[src/rtl/alu_pipe.sv]
// alu_pipe: buffered in-order integer ALU with CDB output register.
// Optional iterative shift-add multiplier is built when ALU_PIPE_MUL_EN is defined.
package alu_pipe_pkg;
    localparam logic [5:0] OP_ADD   = 6'h01;
    localparam logic [5:0] OP_ADDI  = 6'h02;
    localparam logic [5:0] OP_SUB   = 6'h03;
    localparam logic [5:0] OP_XOR   = 6'h04;
    localparam logic [5:0] OP_XORI  = 6'h05;
    localparam logic [5:0] OP_OR    = 6'h06;
    localparam logic [5:0] OP_ORI   = 6'h07;
    localparam logic [5:0] OP_AND   = 6'h08;
    localparam logic [5:0] OP_ANDI  = 6'h09;
    localparam logic [5:0] OP_SLL   = 6'h0A;
    localparam logic [5:0] OP_SLLI  = 6'h0B;
    localparam logic [5:0] OP_SRL   = 6'h0C;
    localparam logic [5:0] OP_SRLI  = 6'h0D;
    localparam logic [5:0] OP_SRA   = 6'h0E;
    localparam logic [5:0] OP_SRAI  = 6'h0F;
    localparam logic [5:0] OP_SLT   = 6'h10;
    localparam logic [5:0] OP_SLTI  = 6'h11;
    localparam logic [5:0] OP_SLTU  = 6'h12;
    localparam logic [5:0] OP_SLTIU = 6'h13;
    localparam logic [5:0] OP_BEQ   = 6'h14;
    localparam logic [5:0] OP_BNE   = 6'h15;
    localparam logic [5:0] OP_BLT   = 6'h16;
    localparam logic [5:0] OP_BGE   = 6'h17;
    localparam logic [5:0] OP_BLTU  = 6'h18;
    localparam logic [5:0] OP_BGEU  = 6'h19;
    localparam logic [5:0] OP_JALR  = 6'h1A;
    localparam logic [5:0] OP_L     = 6'h1B;
    localparam logic [5:0] OP_S     = 6'h1C;
    localparam logic [5:0] OP_MUL   = 6'h3F;
endpackage

module alu_pipe
    import alu_pipe_pkg::*;
#(
    parameter int XLEN  = 32,
    parameter int DEPTH = 4,
    parameter int TAG_W = 4
) (
    input  logic                     clk,
    input  logic                     rst,
    input  logic                     rdy,
    input  logic                     flush,
    input  logic                     in_valid,
    output logic                     in_ready,
    input  logic [5:0]               in_opcode,
    input  logic [TAG_W-1:0]         in_rob,
    input  logic [XLEN-1:0]          in_lhs,
    input  logic [XLEN-1:0]          in_rhs,
    output logic                     cdb_valid,
    output logic [TAG_W-1:0]        cdb_rob,
    output logic [XLEN-1:0]          cdb_result,
    input  logic                     cdb_grant,
    output logic [$clog2(DEPTH):0]   occupancy
);
    localparam int AW = $clog2(DEPTH);
    localparam int CW = AW + 1;
    localparam int S  = $clog2(XLEN);

    logic [5:0]       r_op  [DEPTH];
    logic [TAG_W-1:0] r_tag [DEPTH];
    logic [XLEN-1:0]  r_lhs [DEPTH];
    logic [XLEN-1:0]  r_rhs [DEPTH];
    logic [AW-1:0]    r_wptr, r_rptr;
    logic [CW-1:0]    r_cnt;

    logic             r_valid;
    logic [TAG_W-1:0] r_rob;
    logic [XLEN-1:0]  r_res;

    logic             w_full, w_empty, w_free, w_push, w_pop, w_load;
    logic             w_idle, w_head_mul, w_mul_done;
    logic [5:0]       w_op;
    logic [XLEN-1:0]  w_a, w_b, w_sum, w_alu, w_ld_res;
    logic [TAG_W-1:0] w_ld_tag;
    logic [S-1:0]     w_sh;

    assign w_full   = (r_cnt == CW'(DEPTH));
    assign w_empty  = (r_cnt == '0);
    assign w_free   = ~r_valid | cdb_grant;
    assign w_push   = in_valid & ~w_full & rdy & ~flush;
    assign w_pop    = rdy & ~flush & w_idle & ~w_empty & w_free;

    assign in_ready   = ~w_full;
    assign occupancy  = r_cnt;
    assign cdb_valid  = r_valid;
    assign cdb_rob    = r_rob;
    assign cdb_result = r_res;

    assign w_op  = r_op[r_rptr];
    assign w_a   = r_lhs[r_rptr];
    assign w_b   = r_rhs[r_rptr];
    assign w_sh  = w_b[S-1:0];
    assign w_sum = w_a + w_b;

    always_ff @(posedge clk) begin
        if (w_push) begin
            r_op[r_wptr]  <= in_opcode;
            r_tag[r_wptr] <= in_rob;
            r_lhs[r_wptr] <= in_lhs;
            r_rhs[r_wptr] <= in_rhs;
        end
    end

    // Pointers are AW bits wide, so DEPTH being a power of 2 gives the wrap for free.
    always_ff @(posedge clk or negedge rst) begin
        if (!rst) begin
            r_wptr <= '0;
            r_rptr <= '0;
            r_cnt  <= '0;
        end else if (flush) begin
            r_wptr <= '0;
            r_rptr <= '0;
            r_cnt  <= '0;
        end else begin
            if (w_push) r_wptr <= r_wptr + 1'b1;
            if (w_pop)  r_rptr <= r_rptr + 1'b1;
            if (w_push & ~w_pop)      r_cnt <= r_cnt + 1'b1;
            else if (w_pop & ~w_push) r_cnt <= r_cnt - 1'b1;
        end
    end

    always_comb begin
        w_alu = '0;
        case (w_op)
            OP_ADD, OP_ADDI, OP_L, OP_S: w_alu = w_sum;
            OP_SUB:                      w_alu = w_a - w_b;
            OP_XOR, OP_XORI:             w_alu = w_a ^ w_b;
            OP_OR, OP_ORI:               w_alu = w_a | w_b;
            OP_AND, OP_ANDI:             w_alu = w_a & w_b;
            OP_SLL, OP_SLLI:             w_alu = w_a << w_sh;
            OP_SRL, OP_SRLI:             w_alu = w_a >> w_sh;
            OP_SRA, OP_SRAI:             w_alu = $unsigned($signed(w_a) >>> w_sh);
            OP_SLT, OP_SLTI, OP_BLT:     w_alu = XLEN'($signed(w_a) < $signed(w_b));
            OP_BGE:                      w_alu = XLEN'($signed(w_a) >= $signed(w_b));
            OP_SLTU, OP_SLTIU, OP_BLTU:  w_alu = XLEN'(w_a < w_b);
            OP_BGEU:                     w_alu = XLEN'(w_a >= w_b);
            OP_BEQ:                      w_alu = XLEN'(w_a == w_b);
            OP_BNE:                      w_alu = XLEN'(w_a != w_b);
            OP_JALR:                     w_alu = {w_sum[XLEN-1:1], 1'b0};
            default:                     w_alu = '0;
        endcase
    end

`ifdef ALU_PIPE_MUL_EN
    localparam int MW = S + 1;

    typedef enum logic {ST_IDLE, ST_BUSY} state_t;

    state_t           r_state, w_state_nxt;
    logic [MW-1:0]    r_mcnt;
    logic [XLEN-1:0]  r_mcand, r_mplier, r_acc;
    logic [TAG_W-1:0] r_mtag;
    logic             w_mul_start, w_mul_step;

    assign w_idle      = (r_state == ST_IDLE);
    assign w_head_mul  = (w_op == OP_MUL);
    assign w_mul_start = w_pop & w_head_mul;

    always_ff @(posedge clk or negedge rst) begin
        if (!rst)       r_state <= ST_IDLE;
        else if (flush) r_state <= ST_IDLE;
        else            r_state <= w_state_nxt;
    end

    always_comb begin
        w_state_nxt = r_state;
        case (r_state)
            ST_IDLE: if (w_mul_start) w_state_nxt = ST_BUSY;
            ST_BUSY: if (w_mul_done)  w_state_nxt = ST_IDLE;
            default: w_state_nxt = ST_IDLE;
        endcase
    end

    // One partial product per rdy cycle; completion waits for a free output register.
    always_comb begin
        w_mul_step = 1'b0;
        w_mul_done = 1'b0;
        if (r_state == ST_BUSY && rdy && !flush) begin
            if (r_mcnt != MW'(XLEN)) w_mul_step = 1'b1;
            else if (w_free)         w_mul_done = 1'b1;
        end
    end

    always_ff @(posedge clk or negedge rst) begin
        if (!rst) begin
            r_mcnt   <= '0;
            r_mcand  <= '0;
            r_mplier <= '0;
            r_acc    <= '0;
            r_mtag   <= '0;
        end else if (w_mul_start) begin
            r_mcnt   <= '0;
            r_mcand  <= w_a;
            r_mplier <= w_b;
            r_acc    <= '0;
            r_mtag   <= r_tag[r_rptr];
        end else if (w_mul_step) begin
            if (r_mplier[0]) r_acc <= r_acc + r_mcand;
            r_mcand  <= r_mcand << 1;
            r_mplier <= r_mplier >> 1;
            r_mcnt   <= r_mcnt + 1'b1;
        end
    end

    assign w_ld_res = w_mul_done ? r_acc  : w_alu;
    assign w_ld_tag = w_mul_done ? r_mtag : r_tag[r_rptr];
`else
    assign w_idle     = 1'b1;
    assign w_head_mul = 1'b0;
    assign w_mul_done = 1'b0;
    assign w_ld_res   = w_alu;
    assign w_ld_tag   = r_tag[r_rptr];
`endif

    assign w_load = (w_pop & ~w_head_mul) | w_mul_done;

    // A grant with nothing to load drops valid but keeps tag/result for inspection.
    always_ff @(posedge clk or negedge rst) begin
        if (!rst) begin
            r_valid <= 1'b0;
            r_rob   <= '0;
            r_res   <= '0;
        end else if (flush) begin
            r_valid <= 1'b0;
        end else if (rdy) begin
            if (w_load) begin
                r_valid <= 1'b1;
                r_rob   <= w_ld_tag;
                r_res   <= w_ld_res;
            end else if (cdb_grant) begin
                r_valid <= 1'b0;
            end
        end
    end

endmodule

[config.mk]
export PLATFORM = sky130hd
export DESIGN_NAME = alu_pipe
export DESIGN_NICKNAME = d
export VERILOG_FILES = /design/src/rtl/alu_pipe.sv
export SDC_FILE = /design/constraint.sdc
export NUM_CORES = 1
export LEC_CHECK = 0
export BUFFER_PORTS_ARGS = -buffer_cell sky130_fd_sc_hd__clkbuf_2
export CORE_MARGIN = 1
export CORE_UTILIZATION = 40
export DETAILED_ROUTE_END_ITERATION = 6
export GPL_TIMING_DRIVEN = 1
export MAX_ROUTING_LAYER = met4
export PLACE_DENSITY_LB_ADDON = 0.05
export SLEW_MARGIN = 20
export SYNTH_ARGS = -nofsm -noshare
export SYNTH_HDL_FRONTEND = slang
export SYNTH_SLANG_ARGS = --single-unit
export TNS_END_PERCENT = 30
[constraint.sdc]
create_clock -name clk -period 5.2 [get_ports clk]
set_input_delay 0.26 -clock clk [delete_from_list [all_inputs] [get_ports clk]]
set_output_delay 0.26 -clock clk [all_outputs]
set_load 0.02 [all_outputs]
# == After elaboration in Yosys (flattened, before gate mapping) ==
# Memory sizes are Yosys's and may differ from the RTL's. A register that Yosys moved wholly into a read port is not among the register bits.
# Cells that the tools add are included.
# op_classes
bitwise,18
reduce_logical,18
magnitude_cmp,4
n_eq_ne,31
shift,3
muxes,14
n_addsub,6
# op_table
operator,n
32-bit case mux with 15 select lines,1
6-bit by 5-bit == test with 1-bit output (second input constant),13
32-bit greater-or-equal comparator,2
32-bit less-than comparator,2
6-bit by 4-bit == test with 1-bit output (second input constant),8
32-bit adder,1
32-bit bitwise AND,1
32-bit == test,1
32-bit != test,1
32-bit OR,1
32-bit by 5-bit << shifter with 32-bit output,1
32-bit by 5-bit right shift with 32-bit output,1
32-bit by 5-bit >>> shifter with 32-bit output,1
32-bit subtractor,1
32-bit bitwise XOR,1
6-bit by 3-bit == test with 1-bit output (second input constant),4
6-bit by 2-bit == test with 1-bit output (second input constant),2
2-bit OR reduction,6
3-bit 2-to-1 mux,3
1-bit bitwise AND,8
2-bit 2-to-1 mux,4
6-bit by 1-bit == test with 1-bit output (second input constant),1
1-bit 2-to-1 mux,6
1-bit NOT,6
other kinds (13),18
# totals
register_bits,40
mem_count,4
mem_bits_rw,296
# mem_list
name,depth,width,read_ports,rd_ports_with_merged_regs,write_ports,line_no,text
r_lhs,4,32,1,0,1,64,logic [XLEN-1:0] r_lhs [DEPTH];
r_rhs,4,32,1,0,1,65,logic [XLEN-1:0] r_rhs [DEPTH];
r_op,4,6,1,0,1,62,logic [5:0] r_op [DEPTH];
r_tag,4,4,1,1,1,63,logic [TAG_W-1:0] r_tag [DEPTH];

# == Longest topological paths before layout ==
# Gate-level depths: netlist of run 1.
# depth
depth_word,10
mapped_depth,21
depth_no_buf,15

# == Worst setup path after synthesis of run 1 ==
# No wires, ideal clock.
# synth_path
path_type,register to register
startpoint,reg r_rptr[0]
endpoint,"reg r_res[22], in the netlist cdb_result[22]"
required_ns,5.074
setup_time_ns,0.126
stages_incl_launch_ff,17
synth_period_minus_slack_ns,4.576
arrival_ns,4.450
n_path_buf,5
slack_ns,0.624
cell_sequence,dfrtp_1 -> buf_6 -> buf_6 -> buf_4 -> buf_1 -> mux4_2 -> inv_1 -> ha_1 -> clkbuf_1 -> nor4_1 -> nand4_1 -> or2_2 -> and2_1 -> o31a_1 -> a221oi_1 -> a21oi_1 -> o32a_1
# synth_between
elab_chain_cells,4
elab_cells_between_ends,49
classes_between,2 x add/sub; 28 x eq/ne; 3 x shift; 1 x mux; 3 x bitwise; 9 x reduce/logical; 3 x memory
# synth_lines
item,line_no,text
from (decl),66,"logic [AW-1:0] r_wptr, r_rptr;"
from (signal assigned),119,if (w_pop) r_rptr <= r_rptr + 1'b1;
"parallel branches: the longest is 3 deep, another holds memory read 4 x 32 bit",n/a,
32-bit case mux with 15 select lines *,127,case (w_op)
to (signal assigned),232,r_res <= w_ld_res;
to (decl),71,logic [XLEN-1:0] r_res;
# Every way passes the cells marked *.
# A chain may end at the register's enable or synchronous reset.

# == Worst setup path in the final report of run 1 ==
# layout_path
startpoint,reg r_rptr[0]
endpoint,"reg r_res[28], in the netlist cdb_result[28]"
# Same word-level chain as after synthesis.

==> run metrics, run 1 <==
clock sink count=340; Hold EP=cdb_valid; HP Start=rdy; setup bufs post-CTS=0; H-tree Lvls=2; Avg Cell Area, Syn=10.8 sq um; total CTS buffers=39; worst setup path category=reg2reg; initial antenna violation count=1; ratio of cells with drive above 1 in the final layout=17.8%; total nets after synthesis=2227; setup tns final=0 ns; chip width=237 microns; port bufs=120; Critical Path RT=5.64 ns; Crit-path slowest cell=mux4_2; Static Leak=9.51 nW; post-route ant nets=0; final critical-path share of the clock period=93.9%; cell taking the most area after synthesis=edfxtp_1; CP most frequent cell=a21oi_1; first-pass GRT wire length=122000 microns; Data arrival, critical path=5.32 ns; GPL Wtd Cong=1.01; synthesized area=22100 sq um; Slew headroom=33.3%; Final Hold Viols=0; clock root buffer master=clkbuf_16; RR Startpoint=r_rptr[0]; DRC Markers=0; DR vias=17909; Top FF cell, synth=edfxtp_1; largest net degree at the start of global routing=92; setup slack, reg-to-reg=0.32 ns; std cell rows=85; max_cap viols=0; CP Launch Type=register; GRT Util Overall=30.4%; post_cts resized=0; reg2reg path depth=14; Core ar.=54200 sq um; FMAX=205 MHz; Initial Utilization=40.8%; #FFs+latches synth=340; CP cell instances=buf_4 -> mux4_2 -> inv_1 -> ha_1 -> buf_4 -> o211ai_1 -> a21oi_1 -> o21ai_0 -> a21oi_1 -> o21bai_1 -> a21oi_1 -> or4_1 -> a311oi_1 -> a21oi_1; HPWL after DPL=61400 microns; critical path endpoint category=register; Post-synth EDFFs=296; drt via density=6.12; DR WL/cell=28.7 microns; synth warn=0; Clk Latency, worst-skew pair=0.56 ns; hold-critical path depth=4; RR Endpoint=cdb_result[28]; Routed WL=84000 microns; clk buf depth=3; distinct cell type count after synthesis=98; RSZ-0062 raised after global routing=no; minimum clock period=4.88 ns; Pre-antenna DRT Iters=5; sequential area share after synthesis=45.1%; Detailed Route Iter0 Violations=1765; vias in the first global route=17439; Final setup viols=0; top cells by area, synth=edfxtp_1 40%, mux4_2 7.4%, ha_1 5.7%; Slew Viols, Final=0; HP Class=in2reg; final setup skew=0.0179 ns; critical-path maximum fanout=17; # nets final=2386; total grt overflow=0; outcome=completed; CTS tree=built; Synth top area share=40.2%; synthesized instance count=2043; P per Cell Area=437 nW/um^2; Reg clk slew, reported paths=0.06 ns; chip height=237 microns; die area=56300 sq um; Diodes inserted=0; # IOs=121; Final Util=46.9%; Async S/R FF share, synth=12.9%; CP max stage delay=0.71 ns; maximum VDD drop=0.287 mV; Worst Tran Pin Value=1.00 ns; hold buffer count at CTS=76; Area Overhead vs Synth=14.8%
==> area by class of cell <==
type	count	area, sq um
multi-input cells	1461	11000
clock inverters	20	151
well taps	696	871
inverters	98	373
flip-flops and latches	340	10000
clock buffers	51	1050
repair buffers	262	1920
fillers	5131	28800
==> cells in the mapped netlist, drive strengths merged (8+ instances only) <==
cell / count
o22ai: 23
a221oi: 20
buf: 84
mux2i: 94
clkbuf: 60
nor3: 40
nand3: 26
nor2: 175
a311oi: 8
a21oi: 155
nor4: 9
edfxtp: 296
mux2: 41
a211oi: 30
dfrtp: 44
a2111oi: 10
o211ai: 25
nand2b: 18
a31oi: 22
a22oi: 12
mux4: 74
o31ai: 17
a211o: 9
or4: 9
and2: 8
o21bai: 16
ha: 101
o21ai: 121
nor2b: 14
xnor2: 20
inv: 97
o221ai: 14
a21o: 25
nand4: 9
nand2: 188
==> layout by cell type (no fill, tap or decap), types with 25 or more instances in the layout <==
master,count
edfxtp_1,296
nand2_1,187
nor2_1,172
a21oi_1,153
clkbuf_2,120
o21ai_0,111
ha_1,101
inv_1,92
mux2i_1,92
dlygate4sd3_1,76
mux4_2,73
buf_4,61
dfrtp_1,42
clkbuf_16,40
mux2_2,39
nor3_1,37
a211oi_1,30
nand3_1,26
a21o_1,25
==> metal layers <==
metal	track usage, %	up-vias	part of all wire, %
met5	-	-	0
met4	8.60	0	2.8
met3	3.45	126	5.2
met2	48.4	654	47
met1	41.1	8982	45
li1	-	8147	-
==> registers in the layout, summed over array words and instances, names as in the netlist <==
signal      count
r_tag          16
r_rhs         128
occupancy       3
r_lhs         128
cdb_valid       1
r_rptr          2
r_wptr          2
cdb_result     32
cdb_rob         4
r_op           24
==> per-stage QoR <==
stage / setup WS (ns) / power, mW / instance area, sq um / instances / hold WS (ns)
after global placement: 0.414 / 8.43 / 23400 / 2781 / 0.441
after global routing: 0.108 / 11.6 / 25400 / 2928 / 0.0792
final: 0.316 / 11.1 / 25400 / 2928 / 0.0406
after CTS: 0.396 / 11.1 / 25400 / 2928 / 0.0190
after floorplan: 0.624 / 6.72 / 22100 / 2043 / -0.0356
after detailed placement: 0.407 / 8.41 / 23400 / 2781 / 0.451
==> cells by family (layout without fill, tap and decap cells) <==
group	Yosys count	count (layout)	share of synthesized area [%]
AOI/OAI and AO/OA	593	593	17.9
and+or+nand+nor	528	528	10.8
DFF	340	340	45.1
buffers and inverters	242	431	5.03
muxes	209	209	14.0
adders and majority gates	104	104	5.98
xor gates and xnor gates	27	27	1.07
==> how the worst max path moves through the flow <==
stage          startpoint        endpoint  depth (start not counted)
2_1_floorplan   r_rptr[0]  cdb_result[22]                         16
3_3_place_gp    r_rptr[0]  cdb_result[28]                         14
3_5_place_dp    r_rptr[0]  cdb_result[28]                         14
4_1_cts         r_rptr[0]  cdb_result[28]                         14
5_1_grt         r_rptr[0]  cdb_result[28]                         14
6_report        r_rptr[0]  cdb_result[28]                         14
==> power by group <==
part,switching (mW),internal [mW],total [mW]
combinational,3.43,1.79,5.22
sequential,0.143,3.14,3.28
clock,1.13,1.49,2.62
==> worst max-delay path, delay by kind of cell (launching register included) <==
family / cells / cell delay, ns
buffers and inverters: 3 / 0.66
adders and majority gates: 1 / 0.23
AOI/OAI and AO/OA: 8 / 2.03
muxes: 1 / 0.71
DFF: 1 / 0.66
and+or+nand+nor: 1 / 0.44
(Power assumes the default switching activity.)
==> run 2: changes to the inputs <==
--- a/config.mk
+++ b/config.mk
@@ -12,6 +12,8 @@
 export GPL_TIMING_DRIVEN = 1
 export MAX_ROUTING_LAYER = met4
 export PLACE_DENSITY_LB_ADDON = 0.05
+export RECOVER_POWER = 25
+export SETUP_SLACK_MARGIN = 0.2
 export SLEW_MARGIN = 20
 export SYNTH_ARGS = -nofsm -noshare
 export SYNTH_HDL_FRONTEND = slang
==> run 2 against run 1 <==
Routed wire length about the same. Design area down 0.24%. Final cell count unchanged. Clock-buffer cell count unchanged. Critical path type unchanged.
==> run metrics, run 2 (synthesis results as in run 1) <==
outcome=completed (unchanged); critical-path maximum fanout=17 (unchanged); Worst Tran Pin Value=0.997 ns (was 1.00 ns); Clock Power Share=23.6% (was 23.5%); CP Launch Type=register (unchanged); Routed WL=84000 microns (about the same); Final Hold Viols=0 (unchanged); final setup skew=0.0191 ns (was 0.0179 ns); RR Startpoint=r_rptr[0] (unchanged); clock sink count=340 (unchanged); DR WL/cell=28.7 microns (about the same); H-tree Lvls=2 (unchanged); RSZ-0062 raised after global routing=yes (was no); setup tns final=0 ns (unchanged); Post-Place Worst Slack=0.407 ns (unchanged); Flop pwr share=29.5% (about the same); final critical-path share of the clock period=91.8% (was 93.9%); Logic pwr share=46.9% (about the same); setup bufs post-CTS=0 (unchanged); std cell rows=85 (unchanged); total grt overflow=0 (unchanged); HP Start=rdy (unchanged); Reg clk slew, reported paths=0.06 ns (about the same); Pre-antenna DRT Iters=6 (was 5); drt via density=6.14 (was 6.12); vias in the first global route=17439 (unchanged); Slew Viols, Final=0 (unchanged); largest net degree at the start of global routing=92 (unchanged); most frequent cells in the layout=296 x edfxtp_1, 187 x nand2_1, 172 x nor2_1 (unchanged); GRT Util Overall=30.4% (unchanged); Slew headroom=33.5% (was 33.3%); Critical Path Start=r_rptr[0] (unchanged); first-pass GRT wire length=122000 microns (unchanged); Critical Path RT=5.65 ns (was 5.64 ns); Diodes inserted=0 (unchanged); Static Leak=9.37 nW (was 9.51 nW); HP Class=in2reg (unchanged); most common cell after layout, fill and taps aside=edfxtp_1 (unchanged); P per Cell Area=439 nW/um^2 (was 437 nW/um^2); clk buf depth=3 (unchanged); die area=56300 sq um (unchanged); Data arrival, critical path=5.22 ns (was 5.32 ns); worst setup path category=reg2reg (unchanged); FMAX=209 MHz (was 205 MHz); DR vias=17971 (was 17909); minimum clock period=4.78 ns (was 4.88 ns); critical path endpoint category=register (unchanged); Finished Cell Area=25400 sq um (about the same); Fillers=5158 (was 5131); Initial Utilization=40.8% (unchanged); ratio of cells with drive above 1 in the final layout=15.6% (was 17.8%); # IOs=121 (unchanged); GPL Wtd Cong=1.01 (unchanged); post-route ant nets=0 (unchanged); # nets final=2386 (unchanged); initial antenna violation count=1 (unchanged); clock root buffer master=clkbuf_16 (unchanged); Sw Pwr=4.70 mW (about the same); internal power=6.41 mW (was 6.42 mW); CTS tree=built (unchanged); maximum VDD drop=0.286 mV (was 0.287 mV); Clk Latency, worst-skew pair=0.56 ns (about the same); setup ws final=0.424 ns (was 0.316 ns); Area Overhead vs Synth=14.6% (was 14.8%); Final setup viols=0 (unchanged); chip width=237 microns (unchanged); HPWL after DPL=61400 microns (unchanged); Detailed Route Iter0 Violations=1778 (was 1765); chip height=237 microns (unchanged); max_cap viols=0 (unchanged); total CTS buffers=39 (unchanged); DRC Markers=0 (unchanged); Core ar.=54200 sq um (unchanged); placed instance area=23400 sq um (unchanged); Net Sw Frac=42.3% (about the same); port bufs=120 (unchanged)
==> run 2: final cells by class <==
cell class / instances / area, sq um / area share, %
Timing Repair Buffer: 262 / 1860 / 7.33
Tap cell: 696 / 871 / 3.44
Inverter: 98 / 373 / 1.47
Sequential cell: 340 / 10000 / 39.4
Clock buffer: 51 / 1050 / 4.15
Multi-Input combinational cell: 1461 / 11000 / 43.6
Clock inverter: 20 / 151 / 0.597
==> run 2: final timing paths <==
kind                       cells past startpoint  slack, ns              to
max in group asynchronous                      3       4.28       r_rptr[0]
max reg2reg                                   14       0.42  cdb_result[27]
min in group asynchronous                      3       0.37       r_wptr[1]
min reg2reg                                    2       0.49   cdb_result[8]
max                                           14       0.42  cdb_result[27]
min                                            4       0.04       cdb_valid
==> run 2: power groups by stage <==
stage / Combinational, mW / Clock [mW] / Sequential, mW
finish: 5.21 / 2.62 / 3.28
global route: 5.55 / 2.77 / 3.30
CTS: 5.13 / 2.69 / 3.29
detailed placement: 5.06 / 0 / 3.35
global placement: 5.09 / 0 / 3.34
floorplan: 3.30 / 0 / 3.41
==> run 2: metrics by stage <==
step                      utilization [%]  power, mW  hold slack (ns)  cells
after floorplan                         -       6.72          -0.0356   2043
after global placement               43.2       8.43            0.441   2781
after detailed placement             43.2       8.41            0.451   2781
after CTS                            46.9       11.1           0.0190   2928
after global routing                 46.7       11.6           0.0792   2928
final                                46.7       11.1           0.0400   2928
==> run 2: worst max-delay path, cell delays in order (launching register included) <==
cell	delay (ns)
dfrtp_4	0.66
buf_4	0.27
mux4_2	0.70
inv_1	0.11
ha_1	0.36
a21oi_1	0.22
nor2_1	0.07
o41ai_1	0.65
a2111oi_0	0.29
buf_4	0.20
o22ai_1	0.41
o31ai_1	0.16
a221oi_1	0.31
a21oi_1	0.07
o22a_1	0.18
==> run 2: repair_timing <==
item,in CTS,in global routing
gates resized for setup,0,1
hold buffers,76,0
endpoints found under the hold margin,341,0
setup endpoints to repair,0,2
==> run 2: layer usage <==
layer / vias up / part of all wire, % / track usage, %
met5: - / 0 / -
met2: 704 / 47 / 48.4
met3: 123 / 5.3 / 3.45
met4: 0 / 2.8 / 8.60
li1: 8153 / - / -
met1: 8991 / 45 / 41.1
